===== config.mk =====
export PLATFORM = sky130hd
export DESIGN_NAME = halut_decoder_ctrl
export DESIGN_NICKNAME = d
export VERILOG_FILES = /design/src/rtl/halut_ctrl_pkg.sv /design/src/rtl/halut_result_fifo.sv /design/src/rtl/halut_decoder_ctrl.sv
export SDC_FILE = /design/constraint.sdc
export NUM_CORES = 1
export LEC_CHECK = 0
export CORE_UTILIZATION = 35
export DETAILED_ROUTE_END_ITERATION = 10
export PLACE_DENSITY_LB_ADDON = 0.12
export SLEW_MARGIN = 15
export SYNTH_ARGS = -nofsm -noshare
export SYNTH_HDL_FRONTEND = slang
export SYNTH_SLANG_ARGS = --single-unit

===== constraint.sdc =====
create_clock -name clk_i -period 6.78 [get_ports clk_i]
set_input_delay 1.356 -clock clk_i [delete_from_list [all_inputs] [get_ports clk_i]]
set_output_delay 1.356 -clock clk_i [all_outputs]
set_load 0.03 [all_outputs]

===== src/rtl/halut_ctrl_pkg.sv =====
// Shared types and width helpers for the HALUT decoder controller.
// Optional perf counters in the top are enabled by HALUT_CTRL_PERF_EN.
package halut_ctrl_pkg;

   typedef enum logic [1:0] {
      IDLE     = 2'd0,
      ROW      = 2'd1,
      WAIT_RES = 2'd2
   } halut_ctrl_state_e;

   localparam int unsigned ResultWidth = 32;

   // Address width that never collapses to zero bits.
   function automatic int unsigned addr_w(input int unsigned n);
      return (n > 1) ? $clog2(n) : 1;
   endfunction

   function automatic int unsigned c_addr_w(input int unsigned c);
      return addr_w(c);
   endfunction

   function automatic int unsigned tree_depth(input int unsigned k);
      return addr_w(k);
   endfunction

   function automatic int unsigned total_addr_w(input int unsigned c,
                                                input int unsigned k);
      return addr_w(c * k);
   endfunction

endpackage


===== src/rtl/halut_result_fifo.sv =====
// Small circular result FIFO, 32-bit, registered head, no fall-through.
// Exports its occupancy so the controller can apply a credit check.
module halut_result_fifo
   import halut_ctrl_pkg::*;
#(
   parameter int unsigned Depth = 2,
   parameter int unsigned CntW  = $clog2(Depth + 1)
) (
   input  logic                   clk_i,
   input  logic                   rst_ni,
   input  logic                   push_i,
   input  logic [ResultWidth-1:0] data_i,
   input  logic                   pop_i,
   output logic                   valid_o,
   output logic [ResultWidth-1:0] data_o,
   output logic [CntW-1:0]        count_o
);

   localparam int unsigned     PtrW    = addr_w(Depth);
   localparam logic [PtrW-1:0] PtrLast = PtrW'(Depth - 1);
   localparam logic [CntW-1:0] CntFull = CntW'(Depth);

   logic [ResultWidth-1:0] mem_q [Depth];
   logic [PtrW-1:0]        rd_q;
   logic [PtrW-1:0]        wr_q;
   logic [CntW-1:0]        cnt_q;
   logic                   do_push;
   logic                   do_pop;

   assign do_pop  = pop_i && (cnt_q != '0);
   assign do_push = push_i && ((cnt_q != CntFull) || do_pop);

   always_ff @(posedge clk_i or negedge rst_ni) begin
      if (!rst_ni) begin
         rd_q  <= '0;
         wr_q  <= '0;
         cnt_q <= '0;
         for (int unsigned i = 0; i < Depth; i++) begin
            mem_q[i] <= '0;
         end
      end else begin
         if (do_push) begin
            mem_q[wr_q] <= data_i;
            wr_q        <= (wr_q == PtrLast) ? '0 : wr_q + PtrW'(1);
         end
         if (do_pop) begin
            rd_q <= (rd_q == PtrLast) ? '0 : rd_q + PtrW'(1);
         end
         unique case ({do_push, do_pop})
            2'b10:   cnt_q <= cnt_q + CntW'(1);
            2'b01:   cnt_q <= cnt_q - CntW'(1);
            default: cnt_q <= cnt_q;
         endcase
      end
   end

   assign valid_o = (cnt_q != '0);
   assign data_o  = mem_q[rd_q];
   assign count_o = cnt_q;

endmodule


===== src/rtl/halut_decoder_ctrl.sv =====
// Row sequencer, LUT-write arbiter and result collector for one HALUT decoder.
// Define HALUT_CTRL_PERF_EN to build the rows/stall performance counters.
module halut_decoder_ctrl
   import halut_ctrl_pkg::*;
#(
   parameter int unsigned C              = 32,
   parameter int unsigned K              = 16,
   parameter int unsigned DataTypeWidth  = 16,
   parameter int unsigned ResFifoDepth   = 2,
   parameter int unsigned TotalAddrWidth = total_addr_w(C, K),
   parameter int unsigned CAddrWidth     = c_addr_w(C),
   parameter int unsigned TreeDepth      = tree_depth(K)
) (
   input  logic                      clk_i,
   input  logic                      rst_ni,
   input  logic                      enc_valid_i,
   output logic                      enc_ready_o,
   input  logic [TreeDepth-1:0]      enc_k_i,
   input  logic                      lut_valid_i,
   output logic                      lut_ready_o,
   input  logic [TotalAddrWidth-1:0] lut_addr_i,
   input  logic [DataTypeWidth-1:0]  lut_data_i,
   output logic [CAddrWidth-1:0]     dec_c_addr_o,
   output logic [TreeDepth-1:0]      dec_k_addr_o,
   output logic                      dec_en_o,
   output logic [TotalAddrWidth-1:0] dec_waddr_o,
   output logic [DataTypeWidth-1:0]  dec_wdata_o,
   output logic                      dec_we_o,
   input  logic [31:0]               dec_result_i,
   input  logic                      dec_valid_i,
   output logic                      res_valid_o,
   input  logic                      res_ready_i,
   output logic [31:0]               res_data_o,
   output logic                      busy_o,
   output logic [31:0]               rows_done_o,
   output logic [31:0]               stall_cycles_o
);

   localparam int unsigned           CntW     = $clog2(ResFifoDepth + 1);
   localparam logic [CAddrWidth-1:0] CLast    = CAddrWidth'(C - 1);
   localparam logic [CntW-1:0]       FifoFull = CntW'(ResFifoDepth);

   halut_ctrl_state_e     state_q;
   logic [CAddrWidth-1:0] c_q;
   logic [CntW-1:0]       fifo_count;
   logic                  at_last;
   logic                  has_credit;
   logic                  lut_grant;
   logic                  enc_hs;
   logic                  res_push;

   assign at_last    = (c_q == CLast);
   assign has_credit = (fifo_count != FifoFull);

   // LUT writes only land between rows and win over a new row start.
   assign lut_ready_o = (state_q == IDLE) && (c_q == '0);
   assign lut_grant   = lut_valid_i && lut_ready_o;

   assign enc_ready_o = (state_q != WAIT_RES) && !lut_grant &&
                        (!at_last || has_credit);
   assign enc_hs      = enc_valid_i && enc_ready_o;
   assign res_push    = dec_valid_i && (state_q == WAIT_RES);

   always_ff @(posedge clk_i or negedge rst_ni) begin
      if (!rst_ni) begin
         state_q <= IDLE;
         c_q     <= '0;
      end else begin
         if (enc_hs) begin
            c_q <= at_last ? '0 : c_q + CAddrWidth'(1);
         end
         unique case (state_q)
            IDLE: begin
               if (enc_hs) state_q <= at_last ? WAIT_RES : ROW;
            end
            ROW: begin
               if (enc_hs && at_last) state_q <= WAIT_RES;
            end
            WAIT_RES: begin
               if (dec_valid_i) state_q <= IDLE;
            end
            default: state_q <= IDLE;
         endcase
      end
   end

   assign dec_c_addr_o = c_q;
   assign dec_k_addr_o = enc_k_i;
   assign dec_en_o     = enc_hs;
   assign dec_waddr_o  = lut_addr_i;
   assign dec_wdata_o  = lut_data_i;
   assign dec_we_o     = lut_grant;

   halut_result_fifo #(
      .Depth (ResFifoDepth),
      .CntW  (CntW)
   ) u_result_fifo (
      .clk_i   (clk_i),
      .rst_ni  (rst_ni),
      .push_i  (res_push),
      .data_i  (dec_result_i),
      .pop_i   (res_ready_i),
      .valid_o (res_valid_o),
      .data_o  (res_data_o),
      .count_o (fifo_count)
   );

   assign busy_o = (state_q != IDLE) || (fifo_count != '0);

`ifdef HALUT_CTRL_PERF_EN
   logic [31:0] rows_q;
   logic [31:0] stall_q;

   always_ff @(posedge clk_i or negedge rst_ni) begin
      if (!rst_ni) begin
         rows_q  <= '0;
         stall_q <= '0;
      end else begin
         if (res_push) rows_q <= rows_q + 32'd1;
         if (enc_valid_i && !enc_ready_o) stall_q <= stall_q + 32'd1;
      end
   end

   assign rows_done_o    = rows_q;
   assign stall_cycles_o = stall_q;
`else
   assign rows_done_o    = '0;
   assign stall_cycles_o = '0;
`endif

   // A decoder result outside WAIT_RES is dropped; flag it as a protocol error.
   a_dec_valid_in_wait : assert property (
      @(posedge clk_i) disable iff (!rst_ni)
      dec_valid_i |-> (state_q == WAIT_RES)
   );

endmodule

==> impl_metrics.env, run 1 <==
export IMPL_ctsHoldBuffers=0
export IMPL_clk_latency_ns=0.33
export IMPL_reg2reg_depth=7
export IMPL_core_area_sq_um=11420
export IMPL_rsz0062_at_grt="no"
export IMPL_setup_violations=0
export IMPL_first_pass_iters=4
export IMPL_syn_to_final_growth_pct=19.62
export IMPL_route_detailed_drc=0
export IMPL_cts_num_sinks=75
export IMPL_finalSetupTns_ns=0
export IMPL_die_h_um=110.3
export IMPL_period_minus_slack_ns=4.592
export IMPL_p_sw_share_pct=29.16
export IMPL_powerDensity_nw_per_um2=279.6
export IMPL_max_freq_mhz=217.8
export IMPL_synth_top_family_by_area="multiplexers"
export IMPL_synth_xor_area_share_pct=1.066
export IMPL_ctsRootBufferMaster="clkbuf_16"
export IMPL_synth_area_mux_share_pct=26.69
export IMPL_post_cts_buffers=0
export IMPL_status="complete, no violations"
export IMPL_r2r_start="dec_c_addr_o[0]$_DFFE_PN0P_"
export IMPL_dp_hpwl_mm=4.605
export IMPL_post_place_cells=506
export IMPL_synth_fa_ha_area_share_pct=1.219
export IMPL_ys_seq_area_share_pct=45.70
export IMPL_cts_tree="done"
export IMPL_multi_input_area_sq_um=1695
export IMPL_worst_setup_path_type="in2out"
export IMPL_detail_route_wl_per_cell_um=13.93
export IMPL_switchingPower_uw=400.4
export IMPL_synth_area_sq_um=4106
export IMPL_first_global_vias=2340
export IMPL_dieArea_sq_um=12170
export IMPL_slew_viol_final=0
export IMPL_vias_per_cell=4.429
export IMPL_initial_core_util_pct=35.96
export IMPL_holdPathStages=1
export IMPL_postCtsResizedCells=0
export IMPL_portBuffers=80
export IMPL_dp_slack_ns=2.208
export IMPL_netlist_instances=325
export IMPL_synth_flop_cell="dfrtp_1"
export IMPL_fillers=1122
export IMPL_ios=203
export IMPL_drive_gt1_share_pct=31.93
export IMPL_pwr_share_seq_pct=40.2
export IMPL_antenna_found_initial=0
export IMPL_drt_total_wl_mm=7.273
export IMPL_synth_area_per_cell_sq_um=12.64
export IMPL_synth_warnings=0
export IMPL_min_from="state_q[1]$_DFFE_PN0P_"
export IMPL_register_area_sq_um=1878
export IMPL_n_antenna_cell=0
export IMPL_yosys_area_share_simple_pct=3.443
export IMPL_grt_pass1_wl_mm=11.47
export IMPL_worst_slew_pin_transition_ns=1.052
export IMPL_comb_power_share_pct=19.9
export IMPL_vias=2312
export IMPL_r2r_end="dec_c_addr_o[4]$_DFFE_PN0P_"
export IMPL_intPower_uw=972.9
export IMPL_async_flop_share_pct=100.0
export IMPL_ir_drop_mv=0.1639
export IMPL_fin_crit_sh_pct=67.73
export IMPL_final_common_cell="mux2_2"
export IMPL_htree_num_levels=3
export IMPL_ys_types=37
export IMPL_start_kind="primary input"
export IMPL_leakagePower_uw=0.002398
export IMPL_drv_cap=0
export IMPL_clk_path_buf_depth=2
export IMPL_hold_path_class="reg2reg"
export IMPL_hold_viol=0
export IMPL_final_cell_mix="95 x mux2_2, 79 x clkdlybuf4s50_1, 74 x dfrtp_1"
export IMPL_relSlewSlack_pct=29.69
export IMPL_cp_data_required_time_ns=5.42
export IMPL_antenna_left=0
export IMPL_grt_remaining_overflow=0
export IMPL_synth_edf_count=0
export IMPL_ys_ff_latch=75
export IMPL_fin_ws_ns=2.188
export IMPL_place_gp_congestion=0.7014
export IMPL_clkPwrFrac_pct=40.0
export IMPL_end_kind="primary output"
export IMPL_drt_iter0_drc=43
export IMPL_fin_nets=445
export IMPL_min_to="state_q[0]$_DFFE_PN0P_"
export IMPL_cts_made_buffers=9
export IMPL_synth_compound_area_share_pct=2.834
export IMPL_rows=39
export IMPL_worstPathArrival_ns=3.24
export IMPL_die_w_um=110.3
export IMPL_final_cells=522
export IMPL_path_max_fanout=9
export IMPL_grt_max_degree=76
export IMPL_finalClockSkew_ns=0.005052
export IMPL_r2r_slack_ns=4.32
export IMPL_grtUsageTotal_pct=12.67
export IMPL_clkSlewWorstSetupHoldPaths_ns=0.06
## how the worst max path moves through the flow
stage | start | endpoint | slack (ns)
3_3_place_gp | lut_valid_i | dec_en_o | 2.22
3_5_place_dp | lut_valid_i | dec_en_o | 2.21
6_report | lut_valid_i | dec_en_o | 2.19
2_1_floorplan | dec_c_addr_o[0]$_DFFE_PN0P_ | dec_en_o | 3.14
4_1_cts | lut_valid_i | dec_en_o | 2.19
5_1_grt | lut_valid_i | dec_en_o | 2.09
## layer usage
metal / GRT usage [%] / vias to the layer above / wire length [um]
met3: 5.056 / 27 / 617
met4: 6.485 / 0 / 142
met1: 15.08 / 1127 / 3125
met5: 0 / - / 0
met2: 19.70 / 99 / 3388
li1: - / 1059 / -
## area by class of cell
class	count	share of cell area, %
sequential	75	38.23
clock buffer	11	4.941
inverter	5	0.3821
timing repair buffer	80	16.25
multi-input combinational	203	34.51
clock inverter	5	2.038
tap	143	3.642
## metrics by stage
| step | instance area (sq um) | total power, uW | util (%) | hold WS, ns |
|---|---|---|---|---|
| 4_1_cts | 4912 | 1397 | 43.02 | 0.4832 |
| 2_1_floorplan | 4343 | 791.5 | - | 0.4420 |
| 5_1_grt | 4912 | 1444 | 43.02 | 0.5155 |
| 6_report | 4912 | 1373 | 43.02 | 0.4866 |
| 3_5_place_dp | 4569 | 836.6 | 40.02 | 0.4785 |
| 3_3_place_gp | 4569 | 837.6 | 40.02 | 0.4699 |
## critical path, stage by stage
cell             delay (ns)
clkdlybuf4s50_1        0.45
a311oi_4               0.40
and2_1                 0.32
clkdlybuf4s50_1        0.71
## power by group through the flow
stage	Combinational, uW	Clock (uW)	Sequential [uW]
floorplan	258	0	534
global placement	275	0	562
detailed placement	275	0	562
CTS	276	567	555
global route	296	585	562
finish	273	549	551
## registers in the layout (all words and copies together), names as in the netlist
signal and count:
dec_c_addr_o 5, state_q 2, u_result_fifo.count_o 2, u_result_fifo.mem_q 64, u_result_fifo.rd_q 1, u_result_fifo.wr_q 1
## kinds of logic after synthesis
| logic type | count (synthesis) |
|---|---|
| AND/OR/NAND/NOR | 22 |
| flip-flops | 75 |
| AO/OA/AOI/OAI | 11 |
| XOR/XNOR | 5 |
| adder cells (fa/ha/maj) | 4 |
| other | 1 |
| buffers and inverters | 110 |
| multiplexers | 97 |
## Yosys cell counts (2+ instances only)
master | number | area share (%)
mux2_2 | 95 | 26
buf_4 | 93 | 17
dfrtp_1 | 75 | 46
buf_2 | 6 | 0.73
inv_1 | 5 | 0.46
clkbuf_1 | 4 | 0.37
ha_1 | 4 | 1.2
xnor2_1 | 4 | 0.85
and2_1 | 3 | 0.46
and3_1 | 3 | 0.46
nor2_1 | 3 | 0.27
a21oi_1 | 2 | 0.24
nand2b_1 | 2 | 0.30
nand3_1 | 2 | 0.24
o21ai_0 | 2 | 0.24
Power figures use the tool's default switching activity.
==> inputs of run 2 (changes only) <==
==> constraint.sdc (replaced) <==
create_clock -name clk_i -period 3.68 [get_ports clk_i]
set_input_delay 0.736 -clock clk_i [delete_from_list [all_inputs] [get_ports clk_i]]
set_output_delay 0.736 -clock clk_i [all_outputs]
set_load 0.03 [all_outputs]
==> run 2 against run 1 <==
Die area is the same; via count fell by 0.43%; setup slack worse by 2.0 ns; largest cell class unchanged; largest power group is now the clock network.
==> impl_metrics.env, run 2 (same netlist as run 1, synthesis figures left out) <==
export IMPL_fillers=1067
export IMPL_met2RoutedLength_mm=3.240
export IMPL_die_w_um=110.3
export IMPL_r2r_start="dec_c_addr_o[0]$_DFFE_PN0P_"
export IMPL_drive_gt1_share_pct=32.64
export IMPL_syn_to_final_growth_pct=21.30
export IMPL_slew_viol_final=0
export IMPL_powerDensity_nw_per_um2=512.4
export IMPL_rsz0062_at_grt="no"
export IMPL_cts_tree="done"
export IMPL_ir_drop_mv=0.3706
export IMPL_post_route_util_pct=43.62
export IMPL_clk_latency_ns=0.33
export IMPL_cts_made_buffers=9
export IMPL_worst_setup_path_startpoint="dec_c_addr_o[0]$_DFFE_PN0P_"
export IMPL_crit_chain="ha_1 -> and3_1 -> ha_1 -> and3b_1 -> a311oi_4 -> buf_4 -> clkdlybuf4s50_1"
export IMPL_n_antenna_cell=0
export IMPL_first_pass_iters=4
export IMPL_ios=203
export IMPL_grt_max_degree=76
export IMPL_portBuffers=80
export IMPL_min_from="state_q[1]$_DFFE_PN0P_"
export IMPL_finalSetupTns_ns=0
export IMPL_path_max_fanout=8
export IMPL_die_h_um=110.3
export IMPL_clk_path_buf_depth=2
export IMPL_rows=39
export IMPL_final_cells=526
export IMPL_hold_path_class="reg2reg"
export IMPL_place_gp_congestion=0.7143
export IMPL_ctsHoldBuffers=0
export IMPL_finalClockSkew_ns=0.008465
export IMPL_worst_slew_pin_transition_ns=0.9575
export IMPL_routed_wl_met3_um=544
export IMPL_htree_num_levels=3
export IMPL_worst_setup_path_type="reg2out"
export IMPL_crit_top_cell="ha_1"
export IMPL_vias=2302
export IMPL_antenna_found_initial=0
export IMPL_post_place_cells=510
export IMPL_dieArea_sq_um=12170
export IMPL_max_freq_mhz=289.2
export IMPL_register_area_sq_um=1878
export IMPL_multi_input_area_sq_um=1695
export IMPL_final_cell_mix="95 x mux2_2, 78 x clkdlybuf4s50_1, 74 x dfrtp_1"
export IMPL_leakagePower_uw=0.002437
export IMPL_cts_num_sinks=75
export IMPL_regMostFlops="u_result_fifo.mem_q"
export IMPL_wl_met1_mm=3.355
export IMPL_first_global_vias=2274
export IMPL_total_power_uw=2552
export IMPL_grtUsageTotal_pct=12.74
export IMPL_grt_pass1_wl_mm=11.55
export IMPL_core_area_sq_um=11420
export IMPL_drt_total_wl_mm=7.313
export IMPL_worstPathArrival_ns=2.72
export IMPL_end_kind="primary output"
export IMPL_largest_reg_flops=64
export IMPL_period_minus_slack_ns=3.458
export IMPL_slowest_stage="clkdlybuf4s50_1"
export IMPL_fin_crit_sh_pct=93.97
export IMPL_relSlewSlack_pct=36.17
export IMPL_ctsRootBufferMaster="clkbuf_16"
export IMPL_max_stage_delay_ns=0.67
export IMPL_setup_violations=0
export IMPL_drv_cap=0
export IMPL_start_kind="register"
export IMPL_detail_route_wl_per_cell_um=13.90
export IMPL_clkSlewWorstSetupHoldPaths_ns=0.06
export IMPL_fin_nets=449
export IMPL_top_layer="met4"
export IMPL_grt_remaining_overflow=0
export IMPL_status="complete, no violations"
export IMPL_final_common_cell="mux2_2"
export IMPL_route_detailed_drc=0
export IMPL_hold_slack_ns=0.4867
export IMPL_initial_core_util_pct=35.96
export IMPL_cp_data_required_time_ns=2.94
export IMPL_drt_iter0_drc=36
export IMPL_hold_viol=0
export IMPL_vias_per_cell=4.376
export IMPL_antenna_left=0
export IMPL_dp_hpwl_mm=4.807
run 2: cell count changes in the layout (fill, tap and decap cells not counted), sizes merged:
cell,previous run,this run
buf,1,5
clkbuf,11,10
clkdlybuf4s50,79,78
dlymetal6s2s,0,1
inv,5,6
run 2: stage by stage:
step                      setup slack, ns  area [sq um]
after floorplan                    0.6605          4343
after global placement             0.4424          4637
after detailed placement           0.4410          4637
after CTS                         0.07046          4979
after global routing              0.07132          4981
final                              0.2218          4981
run 2: final cells by class:
type	count	share of cell area, %
multi-input cells	203	34.04
clock buffers	10	4.597
clock inverters	6	2.261
inverters	5	0.3768
well taps	143	3.592
repair buffers	84	17.43
flip-flops and latches	75	37.70
run 2: critical path: cells and delay by family, from the launching register on:
family,cells,cell delay [ns]
buffers and inverters,2,0.86
adders and majority gates,2,0.45
DFF,1,0.41
and+or+nand+nor,2,0.39
AOI/OAI and AO/OA,1,0.26
run 2: worst paths after layout:
check / endpoint / slack, ns / cells after the start
setup reg to reg: dec_c_addr_o[3]$_DFFE_PN0P_ / 1.43 / 8
hold / removal: state_q[0]$_DFFE_PN0P_ / 0.49 / 1
hold reg to reg: state_q[0]$_DFFE_PN0P_ / 0.49 / 1
min in group asynchronous: u_result_fifo.mem_q[61]$_DFFE_PN0P_ / 0.55 / 1
max in group asynchronous: u_result_fifo.rd_q$_DFFE_PN0P_ / 2.47 / 1
setup / recovery: enc_ready_o / 0.22 / 7
run 2: layer usage:
layer  vias to the layer above  global-route usage (%)
met1                      1111                   16.50
li1                       1059                       -
met4                         0                   7.049
met5                         -                       0
met3                        31                   3.704
met2                       101                   19.03
run 2: power by group:
group          switching [uW]  total [uW]  internal (uW)
logic                     323         577            254
registers                93.3         973            880
clock network             338        1000            665
total                     754        2550           1800
run 2: what timing repair did:
item	in CTS	in global routing
setup buffers	0	0
setup endpoints to repair	0	1
resized for setup	0	1
==> inputs of run 3 (changes only) <==
--- a/config.mk
+++ b/config.mk
@@ -5,9 +5,11 @@
 export SDC_FILE = /design/constraint.sdc
 export NUM_CORES = 1
 export LEC_CHECK = 0
+export CAP_MARGIN = 20
 export CORE_UTILIZATION = 35
 export DETAILED_ROUTE_END_ITERATION = 10
-export PLACE_DENSITY_LB_ADDON = 0.12
+export GPL_ROUTABILITY_DRIVEN = 0
+export PLACE_DENSITY = 0.84
 export SLEW_MARGIN = 15
 export SYNTH_ARGS = -nofsm -noshare
 export SYNTH_HDL_FRONTEND = slang
==> run 3 against run 2 <==
Die area did not move; critical endpoint unchanged; largest cell class unchanged; global-route usage fell by 0.19 points; core utilization fell by 0.57 points.
==> impl_metrics.env, run 3 (same netlist as run 1, synthesis figures left out) <==
export IMPL_r2r_slack_ns=1.37
export IMPL_clk_path_buf_depth=2
export IMPL_slew_viol_final=0
export IMPL_clkSlewWorstSetupHoldPaths_ns=0.06
export IMPL_ctsHoldBuffers=0
export IMPL_ir_drop_mv=0.2938
export IMPL_fillers=1050
export IMPL_end_kind="primary output"
export IMPL_intPower_uw=1661
export IMPL_leakagePower_uw=0.002409
export IMPL_period_minus_slack_ns=3.510
export IMPL_grtUsageTotal_pct=12.55
export IMPL_start_kind="register"
export IMPL_vias_per_cell=4.516
export IMPL_die_w_um=110.3
export IMPL_fin_nets=450
export IMPL_worst_slew_pin_transition_ns=0.9362
export IMPL_dieArea_sq_um=12170
export IMPL_cp_data_required_time_ns=2.94
export IMPL_fin_crit_sh_pct=95.39
export IMPL_pwr_share_seq_pct=39.1
export IMPL_detail_route_wl_per_cell_um=14.02
export IMPL_antenna_found_initial=0
export IMPL_largest_reg_flops=64
export IMPL_comb_power_share_pct=24.8
export IMPL_grt_pass1_wl_mm=11.41
export IMPL_portBuffers=80
export IMPL_finalClockSkew_ns=0.008078
export IMPL_rsz0062_at_grt="no"
export IMPL_post_cts_buffers=0
export IMPL_path_max_fanout=8
export IMPL_final_common_cell="mux2_2"
export IMPL_initial_core_util_pct=35.96
export IMPL_antenna_left=0
export IMPL_first_global_vias=2456
export IMPL_clk_latency_ns=0.33
export IMPL_grt_max_degree=76
export IMPL_status="complete, no violations"
export IMPL_cts_num_sinks=75
export IMPL_powerDensity_nw_per_um2=489.7
export IMPL_core_area_sq_um=11420
export IMPL_drv_cap=0
export IMPL_post_route_util_pct=43.05
export IMPL_p_sw_share_pct=31.01
export IMPL_dp_hpwl_mm=5.090
export IMPL_first_pass_iters=3
export IMPL_setup_violations=0
export IMPL_hold_path_class="reg2reg"
export IMPL_drive_gt1_share_pct=32.29
export IMPL_drt_iter0_drc=58
export IMPL_cts_tree="done"
export IMPL_drt_total_wl_mm=7.390
export IMPL_vias=2380
export IMPL_ios=203
export IMPL_worst_setup_path_type="reg2out"
export IMPL_syn_to_final_growth_pct=19.71
export IMPL_route_detailed_drc=0
export IMPL_clkPwrFrac_pct=36.1
export IMPL_rows=39
export IMPL_cts_made_buffers=9
export IMPL_n_antenna_cell=0
export IMPL_worstPathArrival_ns=2.77
export IMPL_grt_remaining_overflow=0
export IMPL_hold_viol=0
export IMPL_relSlewSlack_pct=37.59
export IMPL_switchingPower_uw=746.5
export IMPL_ctsRootBufferMaster="clkbuf_16"
export IMPL_htree_num_levels=3
export IMPL_finalSetupTns_ns=0
export IMPL_final_cell_mix="95 x mux2_2, 78 x clkdlybuf4s50_1, 75 x dfrtp_1"
export IMPL_die_h_um=110.3
export IMPL_regMostFlops="u_result_fifo.mem_q"
export IMPL_hold_slack_ns=0.4924
export IMPL_max_freq_mhz=284.9
[run 3: changes by cell type in the layout (fill, tap and decap cells not counted)]
cell and delta:
buf_4 +3, buf_12 -2, bufinv_16 -2, clkinv_2 +2, clkbuf_8 +1, clkinv_4 -1, clkinvlp_4 +1, dfrtp_1 +1
dfrtp_2 -1, inv_6 -1, or2_1 +1, or2_2 -1
[run 3: power groups by stage]
stage	Sequential [uW]	Clock, uW	Combinational, uW
after floorplan	983	0	475
after global placement	944	0	588
after detailed placement	952	0	603
after CTS	939	900	607
after global routing	947	927	645
final	942	869	596
[run 3: per-stage QoR]
stage / total power, uW / cell area (sq um) / cells / setup WS [ns]
finish: 2407 / 4916 / 527 / 0.1697
global route: 2519 / 4916 / 527 / 0.08102
CTS: 2446 / 4913 / 527 / 0.05169
detailed placement: 1555 / 4618 / 511 / 0.4316
global placement: 1532 / 4618 / 511 / 0.4960
floorplan: 1458 / 4343 / 388 / 0.6605
[run 3: repair_timing]
action | in CTS | in global routing
endpoints found under the setup margin | 0 | 1
hold endpoints to repair | 0 | 0
resized for setup | 0 | 1
[run 3: worst paths after layout]
check                                             from                                   to  depth (start not counted)
min in group asynchronous                       rst_ni  u_result_fifo.mem_q[26]$_DFFE_PN0P_                          1
hold reg to reg                 state_q[1]$_DFFE_PN0P_               state_q[0]$_DFFE_PN0P_                          1
max in group asynchronous                       rst_ni  u_result_fifo.mem_q[43]$_DFFE_PN0P_                          1
hold / removal                  state_q[1]$_DFFE_PN0P_               state_q[0]$_DFFE_PN0P_                          1
setup / recovery           dec_c_addr_o[0]$_DFFE_PN0P_                          enc_ready_o                          7
setup reg to reg           dec_c_addr_o[0]$_DFFE_PN0P_          dec_c_addr_o[3]$_DFFE_PN0P_                          8
[run 3: metal layers]
| layer | part of all wire, % | vias to the layer above | track usage (%) |
|---|---|---|---|
| li1 | - | 1059 | - |
| met5 | 0 | - | 0 |
| met2 | 51 | 102 | 22.45 |
| met3 | 7.5 | 18 | 5.115 |
| met1 | 40 | 1201 | 12.99 |
| met4 | 1.7 | 0 | 4.981 |
[run 3: area by class of cell]
cell class              instances  area [sq um]  area share, %
flip-flops and latches         75          1877          38.18
multi-input cells             203          1695          34.49
repair buffers                 85         850.8          17.31
clock buffers                  11         242.7          4.938
well taps                     143         178.9          3.640
clock inverters                 5         52.55          1.069
inverters                       5         18.77         0.3818
[run 3: critical path: stages, from the launching register on]
cell	delay, ns
dfrtp_1	0.42
ha_1	0.24
and3_1	0.19
ha_1	0.24
and3b_1	0.22
a311oi_4	0.26
buf_4	0.20
clkdlybuf4s50_1	0.68
